[src/rtl/pipe_ctrl.sv]
// pipe_ctrl: pipeline hazard/stall/flush controller with memory-wait timeout and debug halt
// Ports: clk, rst (async, active-low); id_valid/id_reg1/id_reg2/id_pcsrc decode operands and branch;
//   ex_wreg_*/mem_wreg_* downstream destinations; mem_access/mem_ready data-memory handshake;
//   halt_req/resume debug pulses; pipeline register enables and bubble injects;
//   halted, mem_timeout (sticky), stall_count (saturating).
module pipe_ctrl (
  input  logic        clk,
  input  logic        rst,
  input  logic        id_valid,
  input  logic [4:0]  id_reg1,
  input  logic [4:0]  id_reg2,
  input  logic        id_pcsrc,
  input  logic        ex_wreg_en,
  input  logic [4:0]  ex_wreg_addr,
  input  logic        mem_wreg_en,
  input  logic [4:0]  mem_wreg_addr,
  input  logic        mem_access,
  input  logic        mem_ready,
  input  logic        halt_req,
  input  logic        resume,
  output logic        pc_write,
  output logic        ifid_write,
  output logic        ifid_flush,
  output logic        idex_write,
  output logic        idex_bubble,
  output logic        exmem_write,
  output logic        memwb_bubble,
  output logic        halted,
  output logic        mem_timeout,
  output logic [15:0] stall_count
);
  localparam logic [1:0] RUN = 2'd0, MEMWAIT = 2'd1, DRAIN = 2'd2, HALTED = 2'd3;
  logic [1:0] state;
  logic [7:0] wcnt;
  logic [1:0] dcnt;
  logic       halt_pend;
  logic       mem_hold;
  logic       raw_hz;
  assign mem_hold = mem_access & ~mem_ready;
  assign raw_hz = id_valid & ((ex_wreg_en & (ex_wreg_addr == id_reg1 | ex_wreg_addr == id_reg2)) |
                              (mem_wreg_en & (mem_wreg_addr == id_reg1 | mem_wreg_addr == id_reg2)));
  assign halted = state == HALTED;
  // A MEMWAIT cycle whose memory has just completed behaves like RUN.
  always_comb begin
    pc_write = 1'b1;
    ifid_write = 1'b1;
    ifid_flush = 1'b0;
    idex_write = 1'b1;
    idex_bubble = 1'b0;
    exmem_write = 1'b1;
    memwb_bubble = 1'b0;
    if (mem_hold) begin
      pc_write = 1'b0;
      ifid_write = 1'b0;
      idex_write = 1'b0;
      exmem_write = 1'b0;
      memwb_bubble = 1'b1;
    end else if (state == HALTED) begin
      pc_write = 1'b0;
      ifid_write = 1'b0;
      idex_bubble = 1'b1;
    end else begin
      if (state == DRAIN) begin
        pc_write = 1'b0;
        ifid_flush = 1'b1;
      end
      if (raw_hz) begin
        pc_write = 1'b0;
        ifid_write = 1'b0;
        idex_bubble = 1'b1;
      end else if (state != DRAIN) ifid_flush = id_pcsrc;
    end
  end
  always_ff @(posedge clk or negedge rst) begin
    if (!rst) begin
      state <= RUN;
      wcnt <= 8'd0;
      dcnt <= 2'd0;
      halt_pend <= 1'b0;
      mem_timeout <= 1'b0;
      stall_count <= 16'd0;
    end else begin
      if ((state == RUN || state == MEMWAIT) && !pc_write && stall_count != 16'hffff)
        stall_count <= stall_count + 16'd1;
      case (state)
        RUN:
          if (mem_hold) begin
            state <= MEMWAIT;
            wcnt <= 8'd0;
            halt_pend <= halt_req;
          end else if (halt_req) begin
            state <= DRAIN;
            dcnt <= 2'd0;
          end
        MEMWAIT:
          if (mem_hold) begin
            halt_pend <= halt_pend | halt_req;
            wcnt <= wcnt + 8'd1;
            // The 255th held MEMWAIT cycle gives up on the memory.
            if (wcnt == 8'd254) begin
              mem_timeout <= 1'b1;
              state <= HALTED;
              halt_pend <= 1'b0;
            end
          end else if (halt_pend | halt_req) begin
            state <= DRAIN;
            dcnt <= 2'd0;
            halt_pend <= 1'b0;
          end else state <= RUN;
        DRAIN:
          if (!mem_hold) begin
            dcnt <= dcnt + 2'd1;
            if (dcnt == 2'd2) state <= HALTED;
          end
        default:
          if (resume && !halt_req) state <= RUN;
      endcase
    end
  end
endmodule

[config.mk]
export PLATFORM = sky130hd
export DESIGN_NAME = pipe_ctrl
export DESIGN_NICKNAME = d
export VERILOG_FILES = /design/src/rtl/pipe_ctrl.sv
export SDC_FILE = /design/constraint.sdc
export NUM_CORES = 1
export LEC_CHECK = 0
export ABC_AREA = 1
export BUFFER_PORTS_ARGS = -buffer_cell sky130_fd_sc_hd__buf_2
export CORE_MARGIN = 10
export CORE_UTILIZATION = 53
export DETAILED_ROUTE_END_ITERATION = 10
export PLACE_DENSITY = 0.8
export SYNTH_ARGS = -nofsm -noshare
export SYNTH_HDL_FRONTEND = slang
export SYNTH_SLANG_ARGS = --single-unit
[constraint.sdc]
create_clock -name clk -period 2.05 [get_ports clk]
set_input_delay 0.41 -clock clk [delete_from_list [all_inputs] [get_ports clk]]
set_output_delay 0.41 -clock clk [all_outputs]
set_load 0.1 [all_outputs]
## Yosys cells after proc, flatten, opt, wreduce, memory -nomap -nowiden

Index checks and enable logic that the tools add are counted.

- Bits in registers: 30
- Output and inout bits: 25
- Bits of input ports: 30

- Eq/ne operators: 22
- Add/sub/neg operators: 3
- Reduce and logical (&&, ||, !) cells: 15
- Bitwise operators: 9
- Mux-type cells: 40

Operators with widths:

| cell | number |
|---|---|
| 2-to-1 mux 2 bit | 13 |
| 2-to-1 mux 1 bit | 21 |
| equality test 5 bit | 4 |
| adder 16 x 1 -> 16 bit, second input constant | 1 |
| 2-to-1 mux 8 bit | 2 |
| inequality test 16 bit, second input constant | 1 |
| one-hot mux 8 bit (2 select lines) | 1 |
| inequality test 2 bit, second input constant | 7 |
| one-hot mux 2 bit (3 select lines) | 2 |
| AND reduction 3 bit | 3 |
| adder 8 x 1 -> 8 bit, second input constant | 1 |
| equality test 8 bit, second input constant | 1 |
| equality test 2 bit, second input constant | 3 |
| inequality test 3 x 2 -> 1 bit, second input constant | 2 |
| AND reduction 6 bit | 1 |
| AND reduction 5 bit | 1 |
| bitwise AND 1 bit | 4 |
| inequality test 2 x 1 -> 1 bit, second input constant | 2 |
| OR 1 bit | 4 |
| nonzero test 4 bit | 1 |
| logical AND 1 bit | 3 |
| inequality test 3 bit, second input constant | 1 |
| nonzero test 3 bit | 1 |
| adder 2 x 1 -> 2 bit, second input constant | 1 |
| other kinds (7) | 8 |

## Longest topological paths before layout

Gate-level depths: netlist of run 1.

- Word-level depth: 11
- Depth in mapped cells: 14
- Mapped depth without buffers: 13

## Least setup slack after synthesis of run 1

No wires, ideal clock.

- Path type: input to output
- Start point: input mem_access
- End point: output ifid_flush
- Stages on the path: 7
- Arrival: 2.578 ns
- Path slack: -0.938 ns
- Data required time: 1.640 ns
- Cell sequence: inv_1 nor2_2 nor2_1 nand2_2 inv_2 nand2_1 o21ai_1

- Longest elaborated chain between the ends: 2

RTL lines:

| item | line | text |
|---|---|---|
| from (decl) | 17 | `input logic mem_access,` |
| bitwise AND 1 bit | 39 | `assign mem_hold = mem_access & ~mem_ready;` |
| 2-to-1 mux 1 bit | 52 | `if (mem_hold) begin` |
| to (decl) | 23 | `output logic ifid_flush,` |

Every way passes these cells.

## Final worst setup path of run 1

- Start point: input ex_wreg_addr[0]
- End point: output idex_bubble

- Longest elaborated chain between the ends: 8
- Elaborated cells on any way between the ends: 9
- Classes of those cells: eq/ne (2); mux (3); bitwise (4)

RTL lines:

| item | line | text |
|---|---|---|
| from (decl) | 14 | `input logic [4:0] ex_wreg_addr,` |
| equality test 5 bit | 40 | `assign raw_hz = id_valid & ((ex_wreg_en & (ex_wreg_addr == id_reg1 \| ex_wreg_addr == id_reg2)) \|` |
| OR 1 bit (*) | 40 |  |
| bitwise AND 1 bit (*) | 40 |  |
| OR 1 bit (*) | 40 |  |
| bitwise AND 1 bit (*) | 40 |  |
| 2-to-1 mux 1 bit (*) | 67 | `if (raw_hz) begin` |
| 2-to-1 mux 1 bit (*) | 58 | `end else if (state == HALTED) begin` |
| 2-to-1 mux 1 bit (*) | 52 |  |
| to (decl) | 25 | `output logic idex_bubble,` |

Every way passes the cells marked *; elsewhere a longest branch is shown, timed or not.

==> results of run 1 <==
[synth_stat cells (all sizes together)]
cell,number
a31oi,1
o21ai,7
nor4,1
o31ai,2
xor2,12
nand2,112
a211oi,2
ha,4
o21bai,1
nor3,5
nand4,17
clkbuf,2
nand3,19
a21oi,8
and3,1
buf,4
o22ai,1
xnor2,11
dfrtp,30
a21o,1
inv,40
nor2,35
[power by group]
part	total [mW]	switching (mW)	internal (mW)	leakage (nW)
combinational	1.75	1.26	0.481	1.05
clock	0.505	0.236	0.269	0.0472
sequential	0.892	0.150	0.742	0.392
total	3.14	1.65	1.49	1.49
[registers in the layout, summed over array words and instances (netlist names)]
register	count
halt_pend	1
state	2
wcnt	8
mem_timeout	1
stall_count	16
dcnt	2
[worst register-to-register path: cells and delay by family (launching register included)]
family	cells	cell delay [ns]
and+or+nand+nor	8	1.17
adders and majority gates	1	0.21
DFF	1	0.44
[area by class of cell]
cell class / instances / area, um2
Sequential cell: 30 / 763
Inverter: 40 / 160
Clock buffer: 6 / 82.6
Timing Repair Buffer: 58 / 394
Clock inverter: 2 / 12.5
Multi-Input combinational cell: 240 / 1280
Fill cell: 335 / 1220
Tap cell: 50 / 62.6
[final timing paths]
kind	cells past startpoint	to	start	slack [ns]
worst max-delay path	11	idex_bubble	ex_wreg_addr[0]	0.02
worst min-delay path	1	stall_count[15]	rst	0.15
worst max register to register	9	stall_count[3]	stall_count[0]	0.16
worst min register to register	2	dcnt[1]	dcnt[1]	0.50
max in group asynchronous	1	stall_count[0]	rst	1.39
min in group clk	3	halt_pend	halt_req	0.42
[logic make-up after synthesis]
group	after synthesis
AOI/OAI and AO/OA	23
DFF	30
and+or+nand+nor	190
adders and majority gates	4
buffers and inverters	46
xor gates and xnor gates	23
[routing by layer]
| layer | GRT usage, % | up-vias |
|---|---|---|
| li1 | - | 1124 |
| met1 | 17.8 | 994 |
| met2 | 27.0 | 77 |
| met3 | 5.27 | 10 |
| met4 | 6.24 | 0 |
| met5 | 0 | - |
==> results.md, run 1 <==
- Cell leakage power: around 1.5 nW
- Yosys top cell by area: dfrtp_1
- Crit-path most repeated cell: nand2_1
- PortBufs: 54
- M1 WL: around 2.3 mm
- Synth Area in XOR/XNOR: under 10%
- Crit path launch type: input pin
- Clock root buffer: clkbuf_8
- Met2 wire len: around 2.8 mm
- Commonest cells after routing, fill and taps aside: nand2_1 (107), buf_2 (46), inv_1 (32), nor2_1 (25), dfrtp_1 (24)
- Antenna violations before repair: 0
- CP endpoint kind: output port
- Synth cell types: 30
- Via density: around 5.2
- Initial DRC count: roughly 200
- Remaining antenna violation count: 0
- DRC Markers: 0
- Die X: 83.6 um
- Compound-gate portion of the synthesized area: 6.18%
- Final Cycle Share: 98.9%
- Congestion Overflow GR: 0
- Total power: 3.14 mW
- Drt pass-1 iters: 4
- WP buf/inv: 3
- GRT Overall Usage: around 16%
- Setup WS post-layout: 0.0220 ns
- Slew headroom: between 50% and 60%
- Core ar.: 0.00397 mm2
- Pin count of the biggest net entering global routing: 31
- Initial core utilization: 54.0%
- Post-CTS sizing: 0
- Synth Instances: 316
- # nets final: 409
- Top Metal Used: met4
- Placed cell areas: 0.00260 mm2
- Routed wire per std cell: 13.1 um
- Fin crit period: approximately 2.0 ns
- Layout cell share with drive strength beyond 1: 26.6%
- PwrDens: 1140 mW/mm2
- Hpwl dp: between 4 and 5 mm
- Outcome: finished clean
- Final Util: 69.4%
- CTS Buffer Depth: 2
- Htree depth: 2
- Largest family of logic cells by synthesized area: simple AND/OR/NAND/NOR gates
- Setup Skew: 0.00738 ns
- Vias: 2205
- Synth-to-Final Area Change: 28.5%
- Maximum vdd drop: 0.000916 V
- Post-synth top area share: between 30% and 40%
- Die ar.: 0.00699 mm2
- # diodes: 0
- DIE HEIGHT: 83.6 um
- CTS Sinks: 30
- Synth warnings: 0
- Slowest-stage cell, CP: buf_12
- Req. time, crit path: 1.64 ns
- Worst slew pin tran: 0.681 ns
- CTS hold repair buffers: 0
- Placed cells: 418
- Crit-path cells: buf_4 -> xor2_1 -> nor2_2 -> nand3_1 -> nand2_1 -> nand2_1 -> nand2_2 -> nand2_4 -> buf_6 -> a21oi_4 -> buf_12
- Post-synthesis mux area share: 0%
- Global-route wire length before repair: 9.48 mm
- Hold slack: about 0.15 ns
- Flops & latches, synth: 30
- Worst hold path type: in2async
- FP Rows: 23
- Routed length on met3: 335 um
- Fin cells: 426
- Post-synthesis adder-cell area fraction: 2.33%
- IO Pins: between 50 and 60
- Cts bufs inserted: 5
- Endpoints failing setup: 0
- Post-CTS Setup Inserts: 0
- Fmax: 493 MHz
- Mapped Nets: 350
- Commonest non-fill, non-tap cell in the layout: nand2_1
- Final Hold Vio Count: 0
- WP data arrival: around 1.6 ns
- Pre-CTS setup slack: -0.0971 ns
- Post-synthesis sequential area ratio: 35.0%
- Final WL: 5.57 mm
- Final instance area: 0.00276 mm2
- Synthesized area: between 0.002 and 0.0025 mm2
- RSZ-0062 raised after global routing: yes
- Setup TNS: 0 ns
- Clock Latency Late Sink: 0.29 ns
- CP peak stage delay: 0.19 ns
- Top cells by area, synth: dfrtp_1 (35%), nand2_1 (19%), inv_1 (5.6%)
- Critical path type: in2out
- GPL Wtd Cong: 0.886
- Worst-path clk slew: about 0.070 ns
- Synth Area in Simple Gates: 38.4%
- MaxCap Viol Count: 0
- Mapped Avg Cell Area: 6.79 um2
- Cell family with most CP delay: simple AND/OR/NAND/NOR gates
- Final slew viol count: 0
- Worst Path Max Fanout: 3
- Vias in the first global route: between 2000 and 2500
- CTS tree: built
(Power assumes the default switching activity.)
==> run 2: changes to the inputs <==
CORE_ASPECT_RATIO = 0.7   (was unset)
==> results.md, run 2 (synthesized netlist as in run 1, its figures left out) <==
- Outcome: finished, violations left
- Failing checks: setup timing
- Global-route wire length before repair: 9.40 mm
- Max reg flops: 16
- Die X: 96.0 um
- FP Rows: 19
- Final slew viol count: 0
- CP peak stage delay: 0.19 ns
- Clock root buffer: clkbuf_8
- Core ar.: around 0.004 mm2
- RSZ-0062 raised after global routing: yes
- Initial DRC count: 131
- Biggest register: stall_count
- Flop pwr share: 27.9%
- Int Pwr: 1.53 mW
- Fin crit period: 2.06 ns
- Pin count of the biggest net entering global routing: 31
- Combinational group share of total power: 56.8%
- Final Cycle Share: 101%
- Setup WS post-layout: -0.0103 ns
- Filler cells: approximately 320
- CP endpoint kind: output port
- DRC Markers: 0
- Biggest regs: stall_count (16), wcnt (8)
- Sw power: ~1.7 mW
- Final Hold Vio Count: 0
- Clock network power share: between 15 and 20%
- Commonest non-fill, non-tap cell in the layout: nand2_1
- Congestion Overflow GR: 0
- Register area: between 700 and 800 um2
- Slew headroom: between 50 and 60%
- Drt pass-1 iters: 4
- PortBufs: 54
- MaxCap Viol Count: 0
- GRT Overall Usage: 16.5%
- Sw Ratio: 52.6%
- Endpoints failing setup: 1
- Antenna violations before repair: 0
- Cell leakage power: 1.52 nW
- Slowest-stage cell, CP: buf_12
- # nets final: 411
- Vias in the first global route: 2059
- Crit path launch type: input pin
- Final WL: 5.94 mm
- Pre-CTS setup slack: -0.160 ns
- Remaining antenna violation count: 0
- Final Util: 72.7%
- Worst-path clk slew: 0.06 ns
- CTS tree: built
- CTS Buffer Depth: 2
- Htree depth: 2
- Setup Skew: 0.00528 ns
- Worst Path Max Fanout: 3
- Clock Latency Late Sink: 0.28 ns
- Layout cell share with drive strength beyond 1: approximately a third
- Via density: 5.22
- WP data arrival: 1.65 ns
- Multi-input gate area: roughly 0.0013 mm2
- IO Pins: 55
- Vias: 2244
- GPL Wtd Cong: 0.900
- Routed wire per std cell: 13.8 um
- PwrDens: between 1000 and 1500 mW/mm2
- Req. time, crit path: approximately 1.6 ns
- Fmax: 485 MHz
- Worst slew pin tran: around 0.67 ns
- Critical path type: in2out
- Maximum vdd drop: 0.00116 V
- Cts bufs inserted: 5
- # diodes: 0
- Worst hold path type: in2async
- Commonest cells after routing, fill and taps aside: nand2_1 (98), buf_2 (36), inv_1 (25), dfrtp_1 (24), nor2_1 (22)
- Hpwl dp: roughly 4.4 mm
- Synth-to-Final Area Change: 33.0%
- Initial core utilization: between 50 and 60%
- DIE HEIGHT: between 70 and 80 um
- CTS Sinks: 30
- Crit-path cells: buf_6 -> xor2_1 -> nor2_1 -> nand3_1 -> nand2_1 -> nand2_1 -> nand2_2 -> nand2_4 -> buf_6 -> a21oi_4 -> buf_12
- Die ar.: 0.00703 mm2
==> run 2: changes by cell type in the layout (fill, tap and decap cells not counted), moves of 2 or more <==
cell,before,now
inv_2,6,13
buf_6,3,8
buf_2,46,36
buf_4,4,11
nand3_4,0,2
nor2_1,25,22
nand2_1,107,98
nor2_2,7,10
inv_1,32,25
nand2_2,2,10
==> run 2: timing repair <==
item	in CTS	in global routing
setup buffers	0	2
gates cloned	0	1
endpoints found under the setup margin	1	18
pin swaps	1	25
resized for setup	1	51
hold buffers	0	0
==> run 2: worst paths after layout <==
path,end,start,cells after the start,slack [ns]
setup / recovery,idex_bubble,ex_wreg_addr[0],11,-0.01
hold / removal,stall_count[12],rst,1,0.16
setup reg to reg,stall_count[13],stall_count[0],9,0.20
hold reg to reg,mem_timeout,mem_timeout,1,0.48
max in group asynchronous,stall_count[1],rst,1,1.40
min in group clk,halt_pend,halt_req,3,0.42
==> run 2: worst max-delay path, delay by kind of cell <==
| family | cells | cell delay [ns] |
|---|---|---|
| simple gates | 6 | 0.53 |
| xor+xnor | 1 | 0.14 |
| compound gates | 1 | 0.15 |
| buf+inv | 3 | 0.41 |
==> run 2: cell type report <==
cell class | count | share of cell area, %
inverter | 40 | 5.61
clock buffer | 7 | 3.03
multi-input combinational | 241 | 47.0
sequential | 30 | 26.8
timing repair buffer | 59 | 15.2
tap | 52 | 2.28
clock inverter | 1 | 0.175
==> run 2: routing by layer <==
layer	global-route usage (%)	wire length [um]	vias to the layer above
met5	0	0	-
met4	5.22	29	0
met3	5.55	443	5
met2	24.8	2850	66
met1	21.7	2620	1042
li1	-	-	1131
==> run 2: stage by stage <==
stage	hold WS, ns	cells	setup TNS (ns)	total power, mW	area, um2
2_1_floorplan	0.114	316	-1.03	2.19	2200
3_5_place_dp	0.475	419	-2.22	2.64	2580
5_1_grt	0.198	430	-0.133	3.43	2850
6_report	0.158	430	-0.0103	3.24	2850
3_3_place_gp	0.462	419	-1.75	2.59	2580
4_1_cts	0.181	427	0	3.14	2680
==> run 2: power groups by stage <==
| stage | registers, mW | logic, mW | clock network (mW) |
|---|---|---|---|
| final | 0.901 | 1.84 | 0.496 |
| after CTS | 0.897 | 1.74 | 0.505 |
| after global routing | 0.924 | 1.97 | 0.539 |
| after detailed placement | 0.906 | 1.73 | 0 |
| after global placement | 0.897 | 1.69 | 0 |
| after floorplan | 1.15 | 1.05 | 0 |
